--- src/rtl/ca_field_record_gen_if.sv ---
// Record stream from the CA field-record generator to its consumer (scoreboard).
// CA_REC_TIMESTAMP_EN adds the rec_ts field to the stream.
interface ca_field_record_gen_if;
  logic        rec_valid;
  logic        rec_ready;
  logic [9:0]  rec_ca;
  logic        rec_cs_n;
  logic [2:0]  rec_cid;
  logic [5:0]  rec_bcw;
  logic [7:0]  rec_dca;
`ifdef CA_REC_TIMESTAMP_EN
  logic [31:0] rec_ts;
`endif

  modport master (
    input  rec_ready,
`ifdef CA_REC_TIMESTAMP_EN
    output rec_ts,
`endif
    output rec_valid, rec_ca, rec_cs_n, rec_cid, rec_bcw, rec_dca
  );

  modport slave (
    output rec_ready,
`ifdef CA_REC_TIMESTAMP_EN
    input  rec_ts,
`endif
    input  rec_valid, rec_ca, rec_cs_n, rec_cid, rec_bcw, rec_dca
  );
endinterface

--- src/rtl/ca_field_record_gen.sv ---
// Taps the host-side DCS_n/DCA bus, assembles 1-UI/2-UI commands into field records
// and queues them for the scoreboard. Optional feature macro: CA_REC_TIMESTAMP_EN.
module ca_field_record_gen #(
  parameter int FIFO_DEPTH = 8,
  parameter int CNT_W      = 16
) (
  input  logic                          clk,
  input  logic                          rst_n,
  input  logic                          en,
  input  logic [1:0]                    dcs_n_in,
  input  logic [6:0]                    dca_in,
  ca_field_record_gen_if.master         rec,
  output logic [$clog2(FIFO_DEPTH):0]   fifo_level,
  output logic [CNT_W-1:0]              drop_cnt,
  output logic [CNT_W-1:0]              proto_err_cnt,
  output logic                          overflow
);
  localparam int AW = $clog2(FIFO_DEPTH);
  localparam int LW = AW + 1;

  typedef struct packed {
    logic [9:0]  ca;
    logic        cs_n;
    logic [2:0]  cid;
    logic [5:0]  bcw;
    logic [7:0]  dca;
`ifdef CA_REC_TIMESTAMP_EN
    logic [31:0] ts;
`endif
  } rec_t;

  typedef enum logic {S_IDLE, S_UI1} state_e;

  state_e      state_q, state_d;
  logic [6:0]  ui0_q, ui0_d;
  logic        cs_q, cs_d;
`ifdef CA_REC_TIMESTAMP_EN
  logic [31:0] ts_q, ts0_q, ts0_d, r_ts;
`endif

  logic        push_vld, abort;
  logic [6:0]  r_ui0, r_ui1;
  logic        r_cs;
  rec_t        push_rec;

  // Command capture: a UI1 cycle that sees a new DCS_n assertion restarts as UI0.
  always_comb begin
    state_d  = state_q;
    ui0_d    = ui0_q;
    cs_d     = cs_q;
    push_vld = 1'b0;
    abort    = 1'b0;
    r_ui0    = dca_in;
    r_ui1    = '0;
    r_cs     = dcs_n_in[0];
`ifdef CA_REC_TIMESTAMP_EN
    ts0_d    = ts0_q;
    r_ts     = ts_q;
`endif
    if (!en) begin
      state_d = S_IDLE;
    end else if (state_q == S_UI1 && dcs_n_in == 2'b11) begin
      push_vld = 1'b1;
      r_ui0    = ui0_q;
      r_ui1    = dca_in;
      r_cs     = cs_q;
      state_d  = S_IDLE;
`ifdef CA_REC_TIMESTAMP_EN
      r_ts     = ts0_q;
`endif
    end else if (dcs_n_in != 2'b11) begin
      abort = (state_q == S_UI1);
      if (dca_in[1]) begin
        push_vld = 1'b1;
        state_d  = S_IDLE;
      end else begin
        state_d  = S_UI1;
        ui0_d    = dca_in;
        cs_d     = dcs_n_in[0];
`ifdef CA_REC_TIMESTAMP_EN
        ts0_d    = ts_q;
`endif
      end
    end
  end

  always_comb begin
    push_rec      = '0;
    push_rec.ca   = {r_ui1[2:0], r_ui0};
    push_rec.cs_n = r_cs;
    push_rec.cid  = r_ui1[5:3];
    push_rec.dca  = {r_ui1[6], r_ui0};
    push_rec.bcw  = (r_ui0[4:0] == 5'b00101) ? r_ui0[5:0] : 6'd0;
`ifdef CA_REC_TIMESTAMP_EN
    push_rec.ts   = r_ts;
`endif
  end

  always_ff @(posedge clk or negedge rst_n) begin
    if (!rst_n) begin
      state_q <= S_IDLE;
      ui0_q   <= '0;
      cs_q    <= 1'b0;
`ifdef CA_REC_TIMESTAMP_EN
      ts_q    <= '0;
      ts0_q   <= '0;
`endif
    end else begin
      state_q <= state_d;
      ui0_q   <= ui0_d;
      cs_q    <= cs_d;
`ifdef CA_REC_TIMESTAMP_EN
      ts_q    <= ts_q + 32'd1;
      ts0_q   <= ts0_d;
`endif
    end
  end

  // Record FIFO; the output register always mirrors the entry at the read pointer.
  rec_t          mem [FIFO_DEPTH];
  rec_t          out_q, head_d;
  logic          vld_q;
  logic [AW-1:0] wr_ptr_q, rd_ptr_q, rd_ptr_d;
  logic [LW-1:0] cnt_q, cnt_d;
  logic          pop, full, push_ok, drop;
  logic [CNT_W-1:0] drop_cnt_q, perr_cnt_q;
  logic          ovf_q;

  assign pop      = vld_q && rec.rec_ready;
  assign full     = (cnt_q == LW'(FIFO_DEPTH));
  assign push_ok  = push_vld && (!full || pop);
  assign drop     = push_vld && full && !pop;
  assign rd_ptr_d = pop ? rd_ptr_q + AW'(1) : rd_ptr_q;

  always_comb begin
    cnt_d = cnt_q;
    if (push_ok && !pop)      cnt_d = cnt_q + LW'(1);
    else if (!push_ok && pop) cnt_d = cnt_q - LW'(1);
  end

  // Bypass when the record being written lands directly at the new head.
  assign head_d = (push_ok && wr_ptr_q == rd_ptr_d) ? push_rec : mem[rd_ptr_d];

  always_ff @(posedge clk) begin
    if (push_ok) mem[wr_ptr_q] <= push_rec;
  end

  always_ff @(posedge clk or negedge rst_n) begin
    if (!rst_n) begin
      wr_ptr_q   <= '0;
      rd_ptr_q   <= '0;
      cnt_q      <= '0;
      vld_q      <= 1'b0;
      out_q      <= '0;
      drop_cnt_q <= '0;
      perr_cnt_q <= '0;
      ovf_q      <= 1'b0;
    end else begin
      if (push_ok) wr_ptr_q <= wr_ptr_q + AW'(1);
      rd_ptr_q <= rd_ptr_d;
      cnt_q    <= cnt_d;
      vld_q    <= (cnt_d != '0);
      if (cnt_d != '0) out_q <= head_d;
      if (drop) begin
        ovf_q <= 1'b1;
        if (drop_cnt_q != '1) drop_cnt_q <= drop_cnt_q + CNT_W'(1);
      end
      if (abort && perr_cnt_q != '1) perr_cnt_q <= perr_cnt_q + CNT_W'(1);
    end
  end

  assign rec.rec_valid = vld_q;
  assign rec.rec_ca    = out_q.ca;
  assign rec.rec_cs_n  = out_q.cs_n;
  assign rec.rec_cid   = out_q.cid;
  assign rec.rec_bcw   = out_q.bcw;
  assign rec.rec_dca   = out_q.dca;
`ifdef CA_REC_TIMESTAMP_EN
  assign rec.rec_ts    = out_q.ts;
`endif
  assign fifo_level    = cnt_q;
  assign drop_cnt      = drop_cnt_q;
  assign proto_err_cnt = perr_cnt_q;
  assign overflow      = ovf_q;
endmodule

--- src/flat_wrapper.sv ---
// flat-port wrapper written by rule: the top's interface ports become plain ports
module ca_field_record_gen_flat 
#(
  parameter int FIFO_DEPTH = 8,
  parameter int CNT_W      = 16
)
  (clk, rst_n, en, dcs_n_in, dca_in, fifo_level, drop_cnt, proto_err_cnt, overflow, rec_rec_ready, rec_rec_valid, rec_rec_ca, rec_rec_cs_n, rec_rec_cid, rec_rec_bcw, rec_rec_dca);
  ca_field_record_gen_if rec_i ();
  input  logic clk;
  input  logic rst_n;
  input  logic en;
  input  logic [1:0] dcs_n_in;
  input  logic [6:0] dca_in;
  output logic [$clog2(FIFO_DEPTH):0] fifo_level;
  output logic [CNT_W-1:0] drop_cnt;
  output logic [CNT_W-1:0] proto_err_cnt;
  output logic overflow;
  input wire logic [$bits(rec_i.rec_ready)-1:0] rec_rec_ready;
  output wire logic [$bits(rec_i.rec_valid)-1:0] rec_rec_valid;
  output wire logic [$bits(rec_i.rec_ca)-1:0] rec_rec_ca;
  output wire logic [$bits(rec_i.rec_cs_n)-1:0] rec_rec_cs_n;
  output wire logic [$bits(rec_i.rec_cid)-1:0] rec_rec_cid;
  output wire logic [$bits(rec_i.rec_bcw)-1:0] rec_rec_bcw;
  output wire logic [$bits(rec_i.rec_dca)-1:0] rec_rec_dca;
  assign rec_i.rec_ready = rec_rec_ready;
  assign rec_rec_valid = rec_i.rec_valid;
  assign rec_rec_ca = rec_i.rec_ca;
  assign rec_rec_cs_n = rec_i.rec_cs_n;
  assign rec_rec_cid = rec_i.rec_cid;
  assign rec_rec_bcw = rec_i.rec_bcw;
  assign rec_rec_dca = rec_i.rec_dca;
  ca_field_record_gen #(.FIFO_DEPTH(FIFO_DEPTH), .CNT_W(CNT_W)) u_core (.clk(clk), .rst_n(rst_n), .en(en), .dcs_n_in(dcs_n_in), .dca_in(dca_in), .rec(rec_i), .fifo_level(fifo_level), .drop_cnt(drop_cnt), .proto_err_cnt(proto_err_cnt), .overflow(overflow));
endmodule
--- config.mk ---
export PLATFORM = sky130hd
export DESIGN_NAME = ca_field_record_gen_flat
export DESIGN_NICKNAME = d
export VERILOG_FILES = /design/src/rtl/ca_field_record_gen_if.sv /design/src/rtl/ca_field_record_gen.sv /design/src/flat_wrapper.sv
export SDC_FILE = /design/constraint.sdc
export NUM_CORES = 1
export LEC_CHECK = 0
export BUFFER_PORTS_ARGS = -buffer_cell sky130_fd_sc_hd__buf_2
export CAP_MARGIN = 20
export CORE_AREA = 2 2 147 163
export CTS_CLUSTER_DIAMETER = 80
export DETAILED_ROUTE_END_ITERATION = 16
export DIE_AREA = 0 0 149 165
export GPL_ROUTABILITY_DRIVEN = 1
export GPL_TIMING_DRIVEN = 0
export PLACE_DENSITY = 0.58
export RECOVER_POWER = 100
export SYNTH_ARGS = -nofsm -noshare
export SYNTH_HDL_FRONTEND = slang
export SYNTH_SLANG_ARGS = --single-unit
export TNS_END_PERCENT = 20
--- constraint.sdc ---
create_clock -name clk -period 8.8 [get_ports clk]
set_clock_uncertainty 0.1 [all_clocks]
set_input_delay 1.76 -clock clk [delete_from_list [all_inputs] [get_ports clk]]
set_output_delay 1.76 -clock clk [all_outputs]
set_load 0.03 [all_outputs]
==> qor.yml, run 1 <==
placement:
  io_buffer_count: 77
  dpl_cell_area_mm2: 0.01113
  gp_congestion: 0.8338
  place_hpwl_mm: 13.98
detailed_routing:
  wl_per_cell_um: 20.13
  via_per_inst: 5.271
  vias: 5645
  drt_iter0_drc: 369
  first_pass_iters: 4
  route.detailed.drc: 0
  postRouteWirelength_mm: 21.56
  ant_nets: 0
floorplanning:
  die-area_mm2: 0.02459
  core_mm2: 0.02279
  row_count: 58
  initial_core_util_pct: 44.53
  pin_count: 79
  die_w_um: 149
  die_y_um: 165
outcome:
  status: "finished with violations"
  violations: "max-capacitance violations, max-slew violations"
sta:
  worstMarginPinSlew_ns: 3.173
  timing.final.crit_share_pct: 61.39
  setup_viol: 0
  finalSetupTns_ns: 0
  grt_setup_unrepaired: "no"
  clock.fmax_mhz: 185.1
  drv_slew: 189
  slew_headroom_pct: -111.5
  finalHoldViolations: 0
  period_minus_slack_ns: 5.402
flow_run:
  maxCapViolCount: 7
hold_path:
  min_path_cells: 1
  worstHoldPathType: "register to register"
final_layout:
  final_cell_mix: "edfxtp_1 (168), clkbuf_1 (94), dfrtp_1 (73)"
  drive_gt1_share_pct: 18.96
  final_common_cell: "edfxtp_1"
  final_area_mm2: 0.01179
  synthToLayoutAreaGrowth_pct: 16.17
  final_nets: 771
clocking:
  postCtsHoldBufs: 0
  cts_made_buffers: 25
  clockRootBuffer: "clkbuf_16"
  ctsResizeCount: 0
  htree_levels: 1
  clk_latency_ns: 0.51
  cts_tree: "done"
  clk_pin_slew_ns: 0.06
  cts.sink_count: 241
  cts_setup_buffers: 0
  clock_path_buffers: 3
yosys:
  synthesis.area_mm2: 0.01015
  syn_avg_cell_area_um2: 16.39
  synth_cell_types: 50
  synth_edf_count: 168
  async_reset_ff_share_pct: 30.29
  yosysSeqAreaShare_pct: 67.73
  ys_seq_elements: 241
  syn_inst: 619
  synth_flop_cell: "edfxtp_1"
  yosys_warnings: 0
global_route:
  grt_max_degree: 57
  grt_use_total_pct: 17.88
  grt_pass1_vias: 5943
  globalRoute.totalOverflow: 0
  antenna_found_initial: 1
  grt_first_pass_wirelength_mm: 33.32
worst_setup_path:
  cp-start-kind: "primary input"
  arrival_ns: 5.44
  crit_fanout: 8
  crit_path_end_kind: "register"
  reg2reg_depth: 8
  crit_required_ns: 8.84
  path_class: "primary input to register"
power:
  max-vdd-ir-drop_v: 0.0001287
  p_per_area_mw_per_mm2: 335.4
  p_leak_nw: 4.448
[metal layers]
metal	vias to the layer above	routed length, um	track usage [%]	part of all wire, %
met5	-	0	0	0
li1	2589	-	-	-
met3	29	1079	2.790	5.0
met1	2885	9086	22.99	42
met2	142	11060	31.63	51
met4	0	333	4.935	1.5
[sequential cells by signal, summed over array words and instances, names as in the netlist]
register,count
u_core.mem,168
u_core.cs_q,1
u_core.rd_ptr_q,3
u_core.proto_err_cnt,16
u_core.fifo_level,4
u_core.rec.rec_cs_n,1
u_core.rec.rec_ca,10
u_core.overflow,1
u_core.wr_ptr_q,3
u_core.rec.rec_cid,3
u_core.rec.rec_bcw,6
u_core.ui0_q,6
u_core.rec.rec_dca,1
u_core.drop_cnt,16
u_core.state_q,1
u_core.rec.rec_valid,1
[worst paths after layout]
check / startpoint / to / slack (ns)
max: dcs_n_in[0] / u_core.mem[1][10] / 3.40
min: u_core.overflow / u_core.overflow / 0.38
max reg2reg: u_core.rec.rec_valid / u_core.mem[0][8] / 4.57
min reg2reg: u_core.overflow / u_core.overflow / 0.38
max in group asynchronous: rst_n / u_core.rd_ptr_q[2] / 3.70
min in group asynchronous: rst_n / u_core.proto_err_cnt[10] / 1.34
[cells by family (layout without fill, tap and decap cells)]
family,count (synthesis),count (layout),synth area share (%)
AO/OA/AOI/OAI,30,30,2.232
multiplexers,110,110,16.28
flip-flops,241,241,67.73
buffers and inverters,54,182,2.639
adder cells (fa/ha/maj),6,6,0.7399
AND/OR/NAND/NOR,141,141,7.239
other,1,25,0.03696
XOR/XNOR,36,36,3.108
[power breakdown]
part           switching, W  internal [W]
Clock              0.000418      0.000689
Sequential        0.0000884       0.00136
Combinational      0.000771      0.000625
Total               0.00128       0.00268
[area by class of cell]
type                            count  area [um^2]
Antenna cell                        1        2.502
Buffer                             32        180.2
Clock buffer                       37        730.7
Clock inverter                      8        138.9
Fill cell                        1926        11000
Inverter                           22        82.58
Multi-Input combinational cell    347         3083
Sequential cell                   241         6872
Tap cell                          300        375.4
Timing Repair Buffer               83        321.6
[cell usage after synthesis (11+ instances only)]
master	instances	area, um^2
edfxtp_1	168	5045
dfrtp_1	73	1827
nand2_1	47	176.4
mux2_2	40	450.4
mux4_2	40	900.9
mux2i_1	30	300.3
xnor2_1	25	219.0
inv_1	22	82.58
nand4_1	19	118.9
nor2_1	18	67.56
and2_1	13	81.33
xor2_1	11	96.34
[critical path: stages]
cell and delay, ns:
clkbuf_1 0.15, a21boi_0 0.52, o21ai_0 0.38, a21oi_1 0.37, nand2_1 0.16, nor3_1 1.00
clkbuf_1 0.51, clkbuf_1 0.56
[stage by stage]
stage / utilization (%) / cells / total power (W) / hold WS, ns / setup slack (ns)
floorplan: - / 642 / 0.002540 / 0.3401 / 4.014
global placement: 48.24 / 1019 / 0.002878 / 0.3516 / 2.307
detailed placement: 48.86 / 1025 / 0.002935 / 0.3585 / 3.925
CTS: 52.67 / 1070 / 0.004050 / 0.3826 / 4.459
global route: 51.72 / 1071 / 0.004160 / 0.4043 / 2.893
finish: 51.72 / 1071 / 0.003954 / 0.3780 / 3.398
(Power assumes the default switching activity.)
==> run 2, diff against run 1 <==
- ABC_AREA: not set -> 1
- CORE_AREA: 2 2 147 163 -> 2 2 153 170
- DIE_AREA: 0 0 149 165 -> 0 0 155 172
- PLACE_DENSITY: 0.58 -> 0.6
- clock period: 8.8 -> 4.7 ns (I/O delays scaled with it)
==> run 2 against run 1 <==
The flow still finishes with violations (max-capacitance violations, max-slew violations). Clock power increased by 100%. First-iteration DRC count increased by 57%. Via count increased by 44%. Clock-buffer cell count increased by 4. Die area increased by 8.4%. Critical endpoint is now u_core.mem[7][18]. Largest cell class unchanged. Largest power group is now combinational logic.
==> qor.yml, run 2 <==
worst_setup_path:
  critPathMostFrequentCell: "nand2_1"
  timing.rr.end: "u_core.mem[7][18]"
  path_class: "primary input to register"
  reg2reg_depth: 8
  crit_path_end_kind: "register"
  path_delay_family: "simple AND/OR/NAND/NOR gates"
  crit_buf_inv: 3
  crit_chain: "clkbuf_1 -> nand2_1 -> nand4_1 -> nand2_1 -> inv_1 -> nand2_1 -> nor2_1 -> clkbuf_1"
  slowest_stage: "nor2_1"
  cp-start-kind: "primary input"
  r2r_setup_slack_ns: 1.16
  arrival_ns: 3.65
  worst_path_largest_cell_delay_ns: 1.09
  reg2reg_from: "u_core.fifo_level[0]"
  crit_required_ns: 4.75
  crit_fanout: 13
final_layout:
  final_cell_mix: "nand2_1 (333), nand3_1 (177), edfxtp_1 (168)"
  drive_gt1_share_pct: 7.427
  final_area_mm2: 0.01284
  seqCellArea_mm2: 0.006872
  antenna_cells: 0
  final_common_cell: "nand2_1"
  synthToLayoutAreaGrowth_pct: 16.02
  largest_register_ffs: 168
  multi_input_area_mm2: 0.003377
  final_nets: 1304
  top_register: "u_core.mem"
  fill_cells: 2335
  stdcell_count: 1621
power:
  power_w: 0.008167
  seq_power_share_pct: 33.4
  clkPwrFrac_pct: 27.6
  p_per_area_mw_per_mm2: 635.9
  p_leak_nw: 5.676
  p_comb_share_pct: 39.0
  p_int_w: 0.004814
  max-vdd-ir-drop_v: 0.0003479
  switchingPower_w: 0.003354
  switching_share_pct: 41.06
placement:
  io_buffer_count: 78
  place_hpwl_mm: 19.50
  dpl_cell_area_mm2: 0.01213
  gp_congestion: 0.8453
  dp_cells: 1570
  pre_cts_slack_ns: 1.328
flow_run:
  maxCapViolCount: 1
sta:
  fin_ws_ns: 1.103
  worstMarginPinSlew_ns: 1.840
  finalSetupTns_ns: 0
  period_minus_slack_ns: 3.597
  clock.fmax_mhz: 278.0
  finalHoldViolations: 0
  timing.final.crit_share_pct: 76.53
  slew_headroom_pct: -22.67
  grt_setup_unrepaired: "no"
  setup_viol: 0
  drv_slew: 33
yosys:
  yosysSeqAreaShare_pct: 62.07
  yosys.area.top_type: "edfxtp_1"
  synthesis.area_mm2: 0.01107
  synth_cell_types: 34
  syn_inst: 1144
  ys_seq_elements: 241
  synth_flop_cell: "edfxtp_1"
  async_reset_ff_share_pct: 30.29
  syn_avg_cell_area_um2: 9.677
  yosys_warnings: 0
  synth_top_area_share_pct: 45.57
  synthTopCellsByArea: "edfxtp_1 (46%), dfrtp_1 (17%), nand2_1 (11%), nand3_1 (7.9%), inv_1 (5.0%)"
  synth_edf_count: 168
  synth.most_common_cell: "nand2_1"
  synth_commonest_cells: "nand2_1 (326), nand3_1 (175), edfxtp_1 (168)"
global_route:
  antenna_found_initial: 0
  grt_use_total_pct: 21.81
  grt_first_pass_wirelength_mm: 44.52
  globalRoute.totalOverflow: 0
  grt_pass1_vias: 7990
  grt_max_degree: 42
floorplanning:
  die_y_um: 172
  die-area_mm2: 0.02666
  pin_count: 79
  core_mm2: 0.02496
  initial_core_util_pct: 44.36
  row_count: 61
  die_w_um: 155
detailed_routing:
  route.detailed.drc: 0
  postRouteWirelength_mm: 28.49
  via_per_inst: 5.015
  drt_iter0_drc: 579
  vias: 8129
  ant_nets: 0
  wl_per_cell_um: 17.58
  first_pass_iters: 5
hold_path:
  worstHoldPathType: "register to register"
  min_delay_worst_endpoint: "u_core.ui0_q[0]"
  min_from: "u_core.ui0_q[0]"
  min_path_cells: 2
outcome:
  status: "finished with violations"
  violations: "max-capacitance violations, max-slew violations"
clocking:
  cts.sink_count: 241
  clock_path_buffers: 3
  clockRootBuffer: "clkbuf_16"
  cts_tree: "done"
  postCtsHoldBufs: 0
  cts_setup_buffers: 0
  cts_made_buffers: 28
  htree_levels: 1
  ctsResizeCount: 0
  clk_latency_ns: 0.55
  clk_pin_slew_ns: 0.05
[run 2: worst max-delay path by stage]
stage,slack (ns),depth (start not counted),startpoint,end
floorplan,1.76,7,dcs_n_in[0],u_core.mem[0][10]
global placement,0.47,8,dcs_n_in[0],u_core.mem[6][22]
detailed placement,1.33,7,dcs_n_in[0],u_core.mem[1][13]
CTS,1.86,7,dcs_n_in[0],u_core.mem[6][13]
global route,0.87,8,rec_rec_ready,u_core.mem[7][18]
finish,1.10,8,rec_rec_ready,u_core.mem[7][18]
[run 2: final cells by class]
type / instances / area share, %
timing repair buffer: 88 / 2.874
clock buffer: 41 / 6.800
tap: 315 / 3.069
inverter: 152 / 4.452
sequential: 241 / 53.50
multi-input combinational: 720 / 26.29
buffer: 54 / 2.211
clock inverter: 10 / 0.7988
[run 2: kinds of logic (layout without fill, tap and decap cells)]
logic type,Yosys count,in the layout,synth area share [%]
xor+xnor,32,32,2.532
simple gates,612,612,24.64
other cells,1,24,0.03387
mux,1,1,0.09042
fa+ha+maj,6,6,0.6781
compound gates,45,45,2.136
buf+inv,206,345,7.821
flops,241,241,62.07
[run 2: worst reg2reg max path, delay by kind of cell (launching register included)]
family / cells / cell delay (ns)
AND/OR/NAND/NOR: 4 / 1.51
buffers and inverters: 3 / 0.89
adder cells (fa/ha/maj): 1 / 0.24
flip-flops: 1 / 0.40
[run 2: per-stage QoR]
step	hold slack [ns]	util, %
2_1_floorplan	0.3534	-
3_3_place_gp	0.3662	47.85
3_5_place_dp	0.3601	48.61
4_1_cts	0.2397	52.52
5_1_grt	0.3955	51.46
6_report	0.3837	51.46
[run 2: layer usage]
metal / vias up / global-route usage [%] / wire, um
met5: - / 0 / 0
met4: 0 / 6.562 / 738
met3: 45 / 3.308 / 1771
met2: 254 / 36.79 / 13580
met1: 3845 / 29.34 / 12400
li1: 3985 / - / -
[run 2: power groups by stage]
stage                     Combinational (W)  Sequential, W  Clock (W)
after floorplan                     0.00187        0.00301          0
after global placement              0.00320        0.00276          0
after detailed placement            0.00327        0.00276          0
after CTS                           0.00328        0.00272    0.00228
after global routing                0.00354        0.00276    0.00236
final                               0.00318        0.00273    0.00226
==> run 3, diff against run 2 <==
- PLACE_DENSITY: 0.6 -> 0.58
- clock period: 4.7 -> 3.5 ns (I/O delays scaled with it)
==> run 3 against run 2 <==
The run still ends with max-capacitance violations, max-slew violations left. Power up 29%. Clock-buffer cell count down 2. Critical path depth unchanged. Core utilization down 0.52 points. First-iteration DRC count down 3.1%. Routed wire length up 1.1%. Register-to-register slack worse by 0.69 ns. Via count up 0.84%.
==> qor.yml, run 3 (synthesis results as in run 2) <==
final_layout:
  synthToLayoutAreaGrowth_pct: 14.85
  antenna_cells: 0
  final_cell_mix: "nand2_1 (331), nand3_1 (176), edfxtp_1 (168)"
  largest_register_ffs: 168
  utilization_pct: 50.94
  top_register: "u_core.mem"
  final_common_cell: "nand2_1"
  drive_gt1_share_pct: 7.686
  final_nets: 1301
sta:
  whs_ns: 0.3113
  worstMarginPinSlew_ns: 1.757
  setup_viol: 0
  timing.final.crit_share_pct: 87.94
  period_minus_slack_ns: 3.078
  finalSetupTns_ns: 0
  grt_setup_unrepaired: "no"
  slew_headroom_pct: -17.11
  finalHoldViolations: 0
  fin_ws_ns: 0.4222
  drv_slew: 34
  clock.fmax_mhz: 324.9
clocking:
  postCtsHoldBufs: 0
  clockRootBuffer: "clkbuf_16"
  ctsResizeCount: 0
  cts_tree: "done"
  cts.sink_count: 241
  cts_setup_buffers: 0
  htree_levels: 1
  clock_path_buffers: 3
  clk_pin_slew_ns: 0.06
  clk_latency_ns: 0.52
  cts_made_buffers: 26
power:
  switchingPower_w: 0.004438
  p_leak_nw: 5.608
  clkPwrFrac_pct: 24.2
  max-vdd-ir-drop_v: 0.0003666
  seq_power_share_pct: 34.8
  p_int_w: 0.006058
  switching_share_pct: 42.29
  p_per_area_mw_per_mm2: 825.5
  power_w: 0.01050
  p_comb_share_pct: 40.9
floorplanning:
  die_y_um: 172
  die_w_um: 155
  initial_core_util_pct: 44.36
  row_count: 61
  die-area_mm2: 0.02666
  pin_count: 79
  core_mm2: 0.02496
worst_setup_path:
  crit_path_end_kind: "register"
  slowest_stage: "nor3b_1"
  reg2reg_from: "u_core.rec.rec_valid"
  crit_chain: "clkbuf_1 -> nand2_1 -> nor2_1 -> clkbuf_1 -> nand2_1 -> o21ai_0 -> nand3_1 -> nor3b_1"
  timing.rr.end: "u_core.rec.rec_ca[2]"
  path_class: "primary input to register"
  r2r_setup_slack_ns: 0.47
  worst_path_largest_cell_delay_ns: 0.96
  crit_fanout: 10
  reg2reg_depth: 12
  crit_required_ns: 3.56
  cp-start-kind: "primary input"
  arrival_ns: 3.14
hold_path:
  min_from: "dca_in[3]"
  worstHoldPathType: "primary input to register"
  min_delay_worst_endpoint: "u_core.ui0_q[3]"
  min_path_cells: 3
placement:
  gp_congestion: 0.8594
  io_buffer_count: 78
  pre_cts_slack_ns: 0.3081
  place_hpwl_mm: 19.69
detailed_routing:
  wl_per_cell_um: 17.82
  postRouteWirelength_mm: 28.80
  via_per_inst: 5.072
  first_pass_iters: 5
  ant_nets: 0
  vias: 8197
  route.detailed.drc: 0
  drt_iter0_drc: 561
flow_run:
  maxCapViolCount: 1
global_route:
  globalRoute.totalOverflow: 0
  grt_use_total_pct: 21.90
  grt_first_pass_wirelength_mm: 44.26
  antenna_found_initial: 0
  grt_max_degree: 42
  grt_pass1_vias: 7734
outcome:
  status: "finished with violations"
  violations: "max-capacitance violations, max-slew violations"
[run 3: worst max-delay path by stage]
stage / from / to / slack, ns / depth (start not counted)
floorplan: u_core.fifo_level[0] / u_core.mem[0][10] / 0.71 / 7
global placement: dcs_n_in[0] / u_core.mem[6][23] / -0.57 / 8
detailed placement: dcs_n_in[0] / u_core.mem[0][13] / 0.31 / 7
CTS: u_core.rd_ptr_q[0] / u_core.rec.rec_bcw[4] / 0.71 / 11
global route: u_core.fifo_level[0] / u_core.mem[1][24] / 0.26 / 8
finish: dcs_n_in[0] / u_core.mem[3][13] / 0.42 / 8
[run 3: cell type report]
cell class,count,area (um^2)
Inverter,152,571.8
Clock inverter,8,36.28
Buffer,54,282.8
Tap cell,315,394.1
Fill cell,2330,12240
Multi-Input combinational cell,720,3410
Timing Repair Buffer,87,407.9
Sequential cell,241,6872
Clock buffer,39,740.7
[run 3: power groups by stage]
stage / Clock [W] / Combinational [W] / Sequential [W]
after floorplan: 0 / 0.00251 / 0.00405
after detailed placement: 0 / 0.00441 / 0.00371
after CTS: 0.00259 / 0.00441 / 0.00365
after global placement: 0 / 0.00431 / 0.00371
after global routing: 0.00271 / 0.00476 / 0.00370
final: 0.00255 / 0.00430 / 0.00366
[run 3: through the flow]
step / instances / area (um^2)
global placement: 1560 / 11940
global route: 1616 / 12710
detailed placement: 1569 / 12100
CTS: 1616 / 12870
finish: 1616 / 12710
floorplan: 1167 / 11160
[run 3: worst max-delay path: cells and delay by family]
kind	cells	cell delay [ns]
compound gates	1	0.24
buf+inv	2	0.49
simple gates	5	1.70
[run 3: metal layers]
layer	up-vias	GRT usage, %	wire, um
met5	-	0	0
met4	0	7.206	834
met3	47	2.431	1650
met2	288	36.91	13860
met1	3887	29.85	12450
li1	3975	-	-
